===== src/rtl/midi_pkg.sv =====
// Shared types for the MIDI event path: note event record and arbiter states.
package midi_pkg;

  typedef struct packed {
    logic       note_on;
    logic [6:0] note_num;
    logic [6:0] velocity;
  } note_event_t;

  typedef enum logic [1:0] {
    IDLE  = 2'd0,
    ISSUE = 2'd1,
    GUARD = 2'd2,
    WAIT  = 2'd3
  } p2m_arb_state_e;

endpackage


===== src/rtl/rr_arbiter.sv =====
// Combinational round-robin picker: first asserted request at or above ptr,
// wrapping past N-1 back to 0.
module rr_arbiter #(
  parameter int N = 4
) (
  input  logic [N-1:0]                          req,
  input  logic [((N > 1) ? $clog2(N) : 1)-1:0]  ptr,
  output logic [N-1:0]                          gnt_onehot,
  output logic [((N > 1) ? $clog2(N) : 1)-1:0]  gnt_idx
);

  localparam int IW = (N > 1) ? $clog2(N) : 1;

  // Scan the requests starting at ptr; the first hit wins.
  always_comb begin
    int  cand;
    logic found;
    gnt_onehot = '0;
    gnt_idx    = '0;
    found      = 1'b0;
    cand       = 0;
    for (int k = 0; k < N; k++) begin
      cand = ((int'(ptr) + k) >= N) ? (int'(ptr) + k - N) : (int'(ptr) + k);
      if (!found && req[cand]) begin
        gnt_onehot[cand] = 1'b1;
        gnt_idx          = IW'(cand);
        found            = 1'b1;
      end else begin
        found = found;
      end
    end
  end

endmodule


===== src/rtl/poly2mono_arbiter.sv =====
// Round-robin front end that funnels NUM_SRC MIDI note sources into a single
// poly2mono instance: one holding slot per source, one-cycle strobe per event,
// then waits for the downstream to go idle again (with a timeout).
module poly2mono_arbiter
  import midi_pkg::*;
#(
  parameter int NUM_SRC        = 4,
  parameter int TIMEOUT_CYCLES = 255
) (
  input  logic                                       clk,
  input  logic                                       reset_n,
  input  logic [NUM_SRC-1:0]                         src_valid,
  output logic [NUM_SRC-1:0]                         src_ready,
  input  logic [NUM_SRC-1:0]                         src_note_on,
  input  logic [NUM_SRC-1:0][6:0]                    src_note_num,
  input  logic [NUM_SRC-1:0][6:0]                    src_velocity,
  output logic                                       valid_out,
  output logic                                       note_on_out,
  output logic [6:0]                                 note_num_out,
  output logic [6:0]                                 velocity_out,
  input  logic                                       ready_in,
  output logic [((NUM_SRC > 1) ? $clog2(NUM_SRC) : 1)-1:0] grant_src,
  output logic                                       busy,
  output logic                                       timeout_err
);

  localparam int IW = (NUM_SRC > 1) ? $clog2(NUM_SRC) : 1;
  localparam int CW = $clog2(TIMEOUT_CYCLES + 1);

  p2m_arb_state_e     state, state_nx;
  logic [NUM_SRC-1:0] slot_full, slot_full_nx, accept;
  note_event_t        slot [NUM_SRC];
  logic [IW-1:0]      rr_ptr, rr_ptr_nx;
  logic [CW-1:0]      tmo_cnt, tmo_cnt_nx;
  logic [NUM_SRC-1:0] gnt_onehot;
  logic [IW-1:0]      gnt_idx;
  logic               grant_fire, tmo_hit;

  rr_arbiter #(.N(NUM_SRC)) u_rr (
    .req        (slot_full),
    .ptr        (rr_ptr),
    .gnt_onehot (gnt_onehot),
    .gnt_idx    (gnt_idx)
  );

  // Next-state, timeout counting and slot occupancy.
  always_comb begin
    state_nx   = state;
    tmo_cnt_nx = tmo_cnt;
    grant_fire = 1'b0;
    tmo_hit    = 1'b0;
    accept     = src_valid & src_ready;
    case (state)
      IDLE: begin
        tmo_cnt_nx = '0;
        if (ready_in && (|slot_full)) begin
          grant_fire = 1'b1;
          state_nx   = ISSUE;
        end else begin
          state_nx = IDLE;
        end
      end
      ISSUE: begin
        tmo_cnt_nx = '0;
        state_nx   = GUARD;
      end
      GUARD: begin
        // Downstream lowers ready one cycle late, so ready_in is meaningless here.
        tmo_cnt_nx = tmo_cnt + CW'(1);
        state_nx   = WAIT;
      end
      WAIT: begin
        if (ready_in) begin
          tmo_cnt_nx = '0;
          state_nx   = IDLE;
        end else if (tmo_cnt == CW'(TIMEOUT_CYCLES - 1)) begin
          tmo_hit    = 1'b1;
          tmo_cnt_nx = '0;
          state_nx   = IDLE;
        end else begin
          tmo_cnt_nx = tmo_cnt + CW'(1);
          state_nx   = WAIT;
        end
      end
      default: begin
        tmo_cnt_nx = '0;
        state_nx   = IDLE;
      end
    endcase
    slot_full_nx = (slot_full | accept) & ~(grant_fire ? gnt_onehot : {NUM_SRC{1'b0}});
    rr_ptr_nx    = (gnt_idx == IW'(NUM_SRC - 1)) ? '0 : (gnt_idx + IW'(1));
  end

  // Control state, counters and all registered outputs.
  always_ff @(posedge clk) begin
    if (!reset_n) begin
      state        <= IDLE;
      slot_full    <= '0;
      src_ready    <= {NUM_SRC{1'b1}};
      rr_ptr       <= '0;
      tmo_cnt      <= '0;
      valid_out    <= 1'b0;
      note_on_out  <= 1'b0;
      note_num_out <= 7'd0;
      velocity_out <= 7'd0;
      grant_src    <= '0;
      busy         <= 1'b0;
      timeout_err  <= 1'b0;
    end else begin
      state       <= state_nx;
      slot_full   <= slot_full_nx;
      src_ready   <= ~slot_full_nx;
      tmo_cnt     <= tmo_cnt_nx;
      valid_out   <= (state_nx == ISSUE);
      busy        <= (state_nx != IDLE);
      timeout_err <= timeout_err | tmo_hit;
      if (grant_fire) begin
        rr_ptr       <= rr_ptr_nx;
        grant_src    <= gnt_idx;
        note_on_out  <= slot[gnt_idx].note_on;
        note_num_out <= slot[gnt_idx].note_num;
        velocity_out <= slot[gnt_idx].velocity;
      end
    end
  end

  // Per-source holding slots; fields are stored exactly as offered.
  always_ff @(posedge clk) begin
    if (!reset_n) begin
      for (int i = 0; i < NUM_SRC; i++) begin
        slot[i] <= '0;
      end
    end else begin
      for (int i = 0; i < NUM_SRC; i++) begin
        if (accept[i]) begin
          slot[i] <= '{note_on: src_note_on[i], note_num: src_note_num[i], velocity: src_velocity[i]};
        end
      end
    end
  end

endmodule

===== config.mk =====
export PLATFORM = sky130hd
export DESIGN_NAME = poly2mono_arbiter
export DESIGN_NICKNAME = d
export VERILOG_FILES = /design/src/rtl/midi_pkg.sv /design/src/rtl/rr_arbiter.sv /design/src/rtl/poly2mono_arbiter.sv
export SDC_FILE = /design/constraint.sdc
export NUM_CORES = 1
export LEC_CHECK = 0
export CAP_MARGIN = 20
export CORE_ASPECT_RATIO = 0.8
export CORE_UTILIZATION = 56
export DETAILED_ROUTE_END_ITERATION = 16
export GPL_TIMING_DRIVEN = 0
export PLACE_DENSITY = 0.89
export SETUP_SLACK_MARGIN = 0.05
export SKIP_LAST_GASP = 1
export SYNTH_ARGS = -nofsm -noshare
export SYNTH_HDL_FRONTEND = slang
export SYNTH_HIERARCHICAL = 1
export SYNTH_SLANG_ARGS = --single-unit

===== constraint.sdc =====
create_clock -name clk -period 5.8 [get_ports clk]
set_input_delay 1.45 -clock clk [delete_from_list [all_inputs] [get_ports clk]]
set_output_delay 1.45 -clock clk [all_outputs]
set_load 0.01 [all_outputs]

==> results of run 1 <==
logic make-up (layout without fill, tap and decap cells):
kind of cell / count (synthesis) / in the layout
adder cells (fa/ha/maj): 11 / 11
buffers and inverters: 30 / 135
multiplexers: 20 / 20
AO/OA/AOI/OAI: 71 / 71
flip-flops: 100 / 100
XOR/XNOR: 3 / 3
AND/OR/NAND/NOR: 142 / 142
worst min-delay path by stage:
| stage | startpoint | end | slack (ns) | cells after the start |
|---|---|---|---|---|
| floorplan | tmo_cnt[0] | tmo_cnt[0] | 0.44 | 1 |
| global placement | velocity_out[2] | velocity_out[2] | 0.45 | 2 |
| detailed placement | note_on_out | note_on_out | 0.46 | 2 |
| CTS | note_on_out | note_on_out | 0.47 | 2 |
| global route | velocity_out[2] | velocity_out[2] | 0.49 | 2 |
| finish | velocity_out[1] | velocity_out[1] | 0.47 | 2 |
final cells by class:
class | instances | area share
clock buffer | 10 | 0.0218
clock inverter | 6 | 0.0124
buffer | 24 | 0.0207
inverter | 6 | 0.00384
sequential | 100 | 0.444
timing repair buffer | 89 | 0.152
tap | 108 | 0.0230
multi-input combinational | 247 | 0.323
cell usage after synthesis (2+ instances only):
master / instances / share of area
nor2_1: 7 / 0.0057
buf_6: 2 / 0.0049
nand2b_1: 2 / 0.0027
dfxtp_1: 40 / 0.17
ha_1: 11 / 0.030
or4_1: 2 / 0.0032
clkbuf_1: 7 / 0.0057
a31oi_1: 2 / 0.0027
inv_1: 5 / 0.0040
a21oi_1: 15 / 0.016
nor3b_1: 3 / 0.0049
or3_1: 4 / 0.0054
buf_2: 10 / 0.011
xor2_1: 2 / 0.0038
clkbuf_2: 3 / 0.0032
buf_1: 2 / 0.0016
nand3_1: 8 / 0.0086
a22oi_1: 3 / 0.0049
and2_1: 60 / 0.081
a21o_1: 8 / 0.013
edfxtp_1: 60 / 0.39
and3b_1: 2 / 0.0038
mux4_2: 18 / 0.087
nand3b_1: 2 / 0.0032
mux2i_1: 2 / 0.0043
a221o_2: 4 / 0.0097
nand2_1: 41 / 0.033
o21ai_0: 15 / 0.016
o2bb2ai_1: 15 / 0.028
metal layers:
| layer | wire length, um | part of all wire | global-route usage |
|---|---|---|---|
| met1 | 4180 | 0.40 | 0.319 |
| met2 | 5600 | 0.53 | 0.448 |
| met3 | 711 | 0.067 | 0.0526 |
| met4 | 63 | 0.0060 | 0.0818 |
| met5 | 0 | 0 | 0 |
per-stage QoR:
step	worst slack, ns	util
final	1.87	0.735
after global routing	1.62	0.735
after CTS	1.85	0.735
after detailed placement	1.89	0.710
after global placement	2.07	0.710
after floorplan	2.59	-
sequential cells by signal, summed over array words and instances (netlist names):
register      count
timeout_err       1
busy              1
grant_src         2
velocity_out      7
slot_full         4
rr_ptr            2
src_ready         4
note_num_out      7
tmo_cnt           8
note_on_out       1
state             2
valid_out         1
slot             60
worst max-delay path, stage by stage (launching register included):
cell,delay [ns]
dfxtp_1,0.46
buf_6,0.17
buf_2,0.21
inv_1,0.14
ha_1,0.43
o21ai_0,0.13
o31ai_1,0.62
o31a_1,0.25
buf_2,0.29
buf_2,0.40
mux4_2,0.56
o2bb2ai_1,0.15
power breakdown:
group          internal (W)  leakage (nW)  switching, W
registers          0.000870         0.977     0.0000697
logic              0.000490          1.11      0.000486
clock network      0.000205        0.0925      0.000246
total               0.00156          2.18      0.000802
==> impl_metrics.toml, run 1 <==
[status]
status = "completed"

[yosys]
synth_mux_area_frac = 0.0917
syn-cell-area_um2 = 4640
synth_top_family_by_area = "simple AND/OR/NAND/NOR gates"
avgSynthCellArea_um2 = 12.3
synth-async-reset-ratio = 0
synthSimpleGateAreaFrac = 0.174
ys_seq_elements = 100
yosysWarnings = 6
synth_compound_area_frac = 0.107
netlist_instances = 377
ys.flop_type = "edfxtp_1"
synth_xor_area_frac = 0.00566
synth-edff-count = 60
yosysSeqAreaShare = 0.561
ys_types = 51
synthAdderAreaFrac = 0.0297
syn_nets = 455

[sta]
fin_skew_ns = 0.00667
rsz0062_at_grt = "no"
worstMarginPinSlew_ns = 0.769
whs_ns = 0.472
post-route-period-util = 0.678
slew_viol_final = 0
setup-tns-final_ns = 0
finalSetupViolations = 0
fin_crit_ns = 3.93
relSlewSlack = 0.486
final_hold_viol_count = 0
max_freq_mhz = 254

[critical_path]
r2r_start = "rr_ptr[0]"
r2r_cells = 11
cp-start-kind = "register"
cp.required_ns = 6.05
critPathArrivalTime_ns = 4.18
crit_start = "rr_ptr[0]"
end_kind = "register"
critPathCapture = "note_num_out[2]"
crit_path_max_fanout = 10
crit_type = "register to register"
r2r_slack_ns = 1.87
worst_r2r_endpoint = "note_num_out[2]"

[routing]
vias_per_cell = 5.72
drc = 0
num_vias = 3377
first_iter_violations = 191
drtPass1Iterations = 4
finalWirelength_mm = 10.6
antenna_left = 0
wl_per_cell_um = 17.9

[clock_network]
clock_path_buffers = 2
cts_num_sinks = 100
cts_max_level = 3
cts_root_buffer = "clkbuf_8"
clk_pin_slew_ns = 0.10
cts-buffers-inserted = 9
clk-insertion-delay-late_ns = 0.36
post-cts-setup-buffers = 0
ctsHoldBuffers = 0
cts_tree = "done"
cts_resized = 0

[layout]
drive_gt1_frac = 0.120
final_nets = 555
multi_input_area_um2 = 1890
final_common_cell = "clkdlybuf4s50_1"
final_cell_mix = "clkdlybuf4s50_1, and2_1, edfxtp_1"
fillers = 528
finalNonFillerCells = 590
area_delta_synth_final_pct = 26.4
seq_area_um2 = 2600
n_antenna_cell = 0
stdcell_area_um2 = 5870

[die]
die_w_um = 104
fp.coreArea_um2 = 7980
ioPinCount = 91
rows = 29
initial_core_util = 0.581
chipHeight_um = 83.4
die_area_um2 = 8660

[placed_design]
dp_cells = 574
place_area_um2 = 5670
dpl.hpwl_mm = 7.81
io_buffers = 89
place.gp.congestion = 0.931

[power_and_ir_drop]
power_density_nw_per_um2 = 403
leakagePower_nw = 2.18
ir_drop_uv = 246
power.total_w = 0.00237

[hold_path]
min_path_type = "register to register"

[grt]
overflow = 0
first_global_vias = 3440
track_usage = 0.256
grt_max_degree = 18
antenna_found_initial = 0
grt_pass1_wl_mm = 16.8

[job]
cap_violations = 0
(Power assumes the default switching activity.)
==> run 2, diff against run 1 <==
CORE_UTILIZATION = 52   (was 56)
PLACE_DENSITY = 0.83   (was 0.89)
clock period = 3.8 ns   (was 5.8 ns; I/O delays follow)
==> run 2 against run 1 <==
  * First-iteration DRC count is 8.9% higher
  * Critical path type unchanged
  * Via count up 0.56%
  * Register-to-register slack got worse by 1.6 ns
  * Setup slack worse by 1.6 ns
  * Sequential cell count stayed put
  * Critical path depth increased by 1
==> impl_metrics.toml, run 2 (synthesis results as in run 1) <==
[status]
status = "completed"

[sta]
worstMarginPinSlew_ns = 0.765
max_freq_mhz = 285
fin_crit_ns = 3.51
rsz0062_at_grt = "no"
slew_viol_final = 0
finalSetupViolations = 0
post-route-period-util = 0.925
relSlewSlack = 0.489
whs_ns = 0.465
final_hold_viol_count = 0
fin_skew_ns = 0.0173

[placed_design]
io_buffers = 89
place.gp.congestion = 0.847
dpl.hpwl_mm = 8.12
dp_cells = 578

[clock_network]
cts_root_buffer = "clkbuf_8"
cts_max_level = 3
cts_tree = "done"
ctsHoldBuffers = 0
cts_num_sinks = 100
clk_pin_slew_ns = 0.11
cts_resized = 2
clock_path_buffers = 2
post-cts-setup-buffers = 0
cts-buffers-inserted = 9
clk-insertion-delay-late_ns = 0.37

[die]
initial_core_util = 0.542
chipHeight_um = 86.5
die_area_um2 = 9310
ioPinCount = 91
die_w_um = 108
rows = 30
fp.coreArea_um2 = 8560

[grt]
first_global_vias = 3378
overflow = 0
antenna_found_initial = 0
grt_pass1_wl_mm = 17.3
grt_max_degree = 20
track_usage = 0.253

[routing]
first_iter_violations = 208
num_vias = 3396
vias_per_cell = 5.72
antenna_left = 0
drtPass1Iterations = 6
drc = 0
wl_per_cell_um = 18.2
finalWirelength_mm = 10.8

[layout]
final_cell_mix = "clkdlybuf4s50_1, and2_1, edfxtp_1"
area_delta_synth_final_pct = 26.7
n_antenna_cell = 0
finalNonFillerCells = 594
drive_gt1_frac = 0.129
final_nets = 555
largest_reg_flops = 60
reg_top3 = "slot: 60 flops, tmo_cnt: 8 flops"
fillers = 621
final_common_cell = "clkdlybuf4s50_1"
largest_register = "slot"

[critical_path]
critPathArrivalTime_ns = 3.78
end_kind = "register"
cp.required_ns = 4.06
cp-start-kind = "register"
worst_r2r_endpoint = "velocity_out[0]"
crit_type = "register to register"
r2r_start = "rr_ptr[0]"
crit_path_max_fanout = 10
r2r_cells = 12
r2r_slack_ns = 0.29

[job]
cap_violations = 0

[power_and_ir_drop]
leakagePower_nw = 2.19
power.total_w = 0.00361
power_density_nw_per_um2 = 614
ir_drop_uv = 309

[hold_path]
hold_end = "velocity_out[2]"
hold_start = "velocity_out[2]"
worstHoldPathCells = 2
min_path_type = "register to register"
==> run 2: critical path: stages (launching register included) <==
cell,delay [ns]
dfxtp_2,0.40
buf_6,0.14
buf_2,0.20
inv_1,0.15
ha_1,0.42
nor3_1,0.28
o21ai_0,0.18
o31ai_2,0.17
o31a_1,0.24
clkbuf_4,0.25
buf_4,0.27
mux4_2,0.54
o2bb2ai_1,0.14
==> run 2: layout make-up <==
class	count	area, um2	share of cell area
clock inverters	7	70.1	0.0119
repair buffers	89	891	0.152
multi-input cells	247	1900	0.323
well taps	112	140	0.0238
plain buffers	24	128	0.0217
flip-flops and latches	100	2600	0.443
inverters	6	22.5	0.00383
clock buffers	9	124	0.0211
==> run 2: stage by stage <==
| stage | setup TNS [ns] | setup WS, ns | util | instance area (um2) |
|---|---|---|---|---|
| 2_1_floorplan | 0 | 0.595 | - | 4640 |
| 3_3_place_gp | 0 | 0.0820 | 0.663 | 5670 |
| 3_5_place_dp | -0.805 | -0.118 | 0.663 | 5670 |
| 4_1_cts | 0 | 0.0614 | 0.686 | 5870 |
| 5_1_grt | 0 | 0.0471 | 0.687 | 5880 |
| 6_report | 0 | 0.285 | 0.687 | 5880 |
==> run 2: worst max path at each step <==
stage	from	to	slack, ns	cells past startpoint
CTS	rr_ptr[0]	velocity_out[0]	0.06	12
finish	rr_ptr[0]	velocity_out[0]	0.29	12
detailed placement	rr_ptr[0]	velocity_out[0]	-0.12	11
floorplan	rr_ptr[0]	note_num_out[2]	0.59	11
global route	rr_ptr[0]	velocity_out[0]	0.05	12
global placement	rr_ptr[0]	velocity_out[2]	0.08	11
==> run 2: where the power goes <==
part           switching [W]  leakage, nW  internal, W
logic               0.000747         1.11     0.000764
clock network       0.000398        0.100     0.000256
registers           0.000114        0.978      0.00133
==> run 2: layer usage <==
| metal | up-vias | GRT usage | routed length (um) |
|---|---|---|---|
| li1 | 1575 | - | - |
| met1 | 1636 | 0.313 | 4410 |
| met2 | 164 | 0.445 | 5480 |
| met3 | 21 | 0.0564 | 713 |
| met4 | 0 | 0.0797 | 210 |
| met5 | - | 0 | 0 |
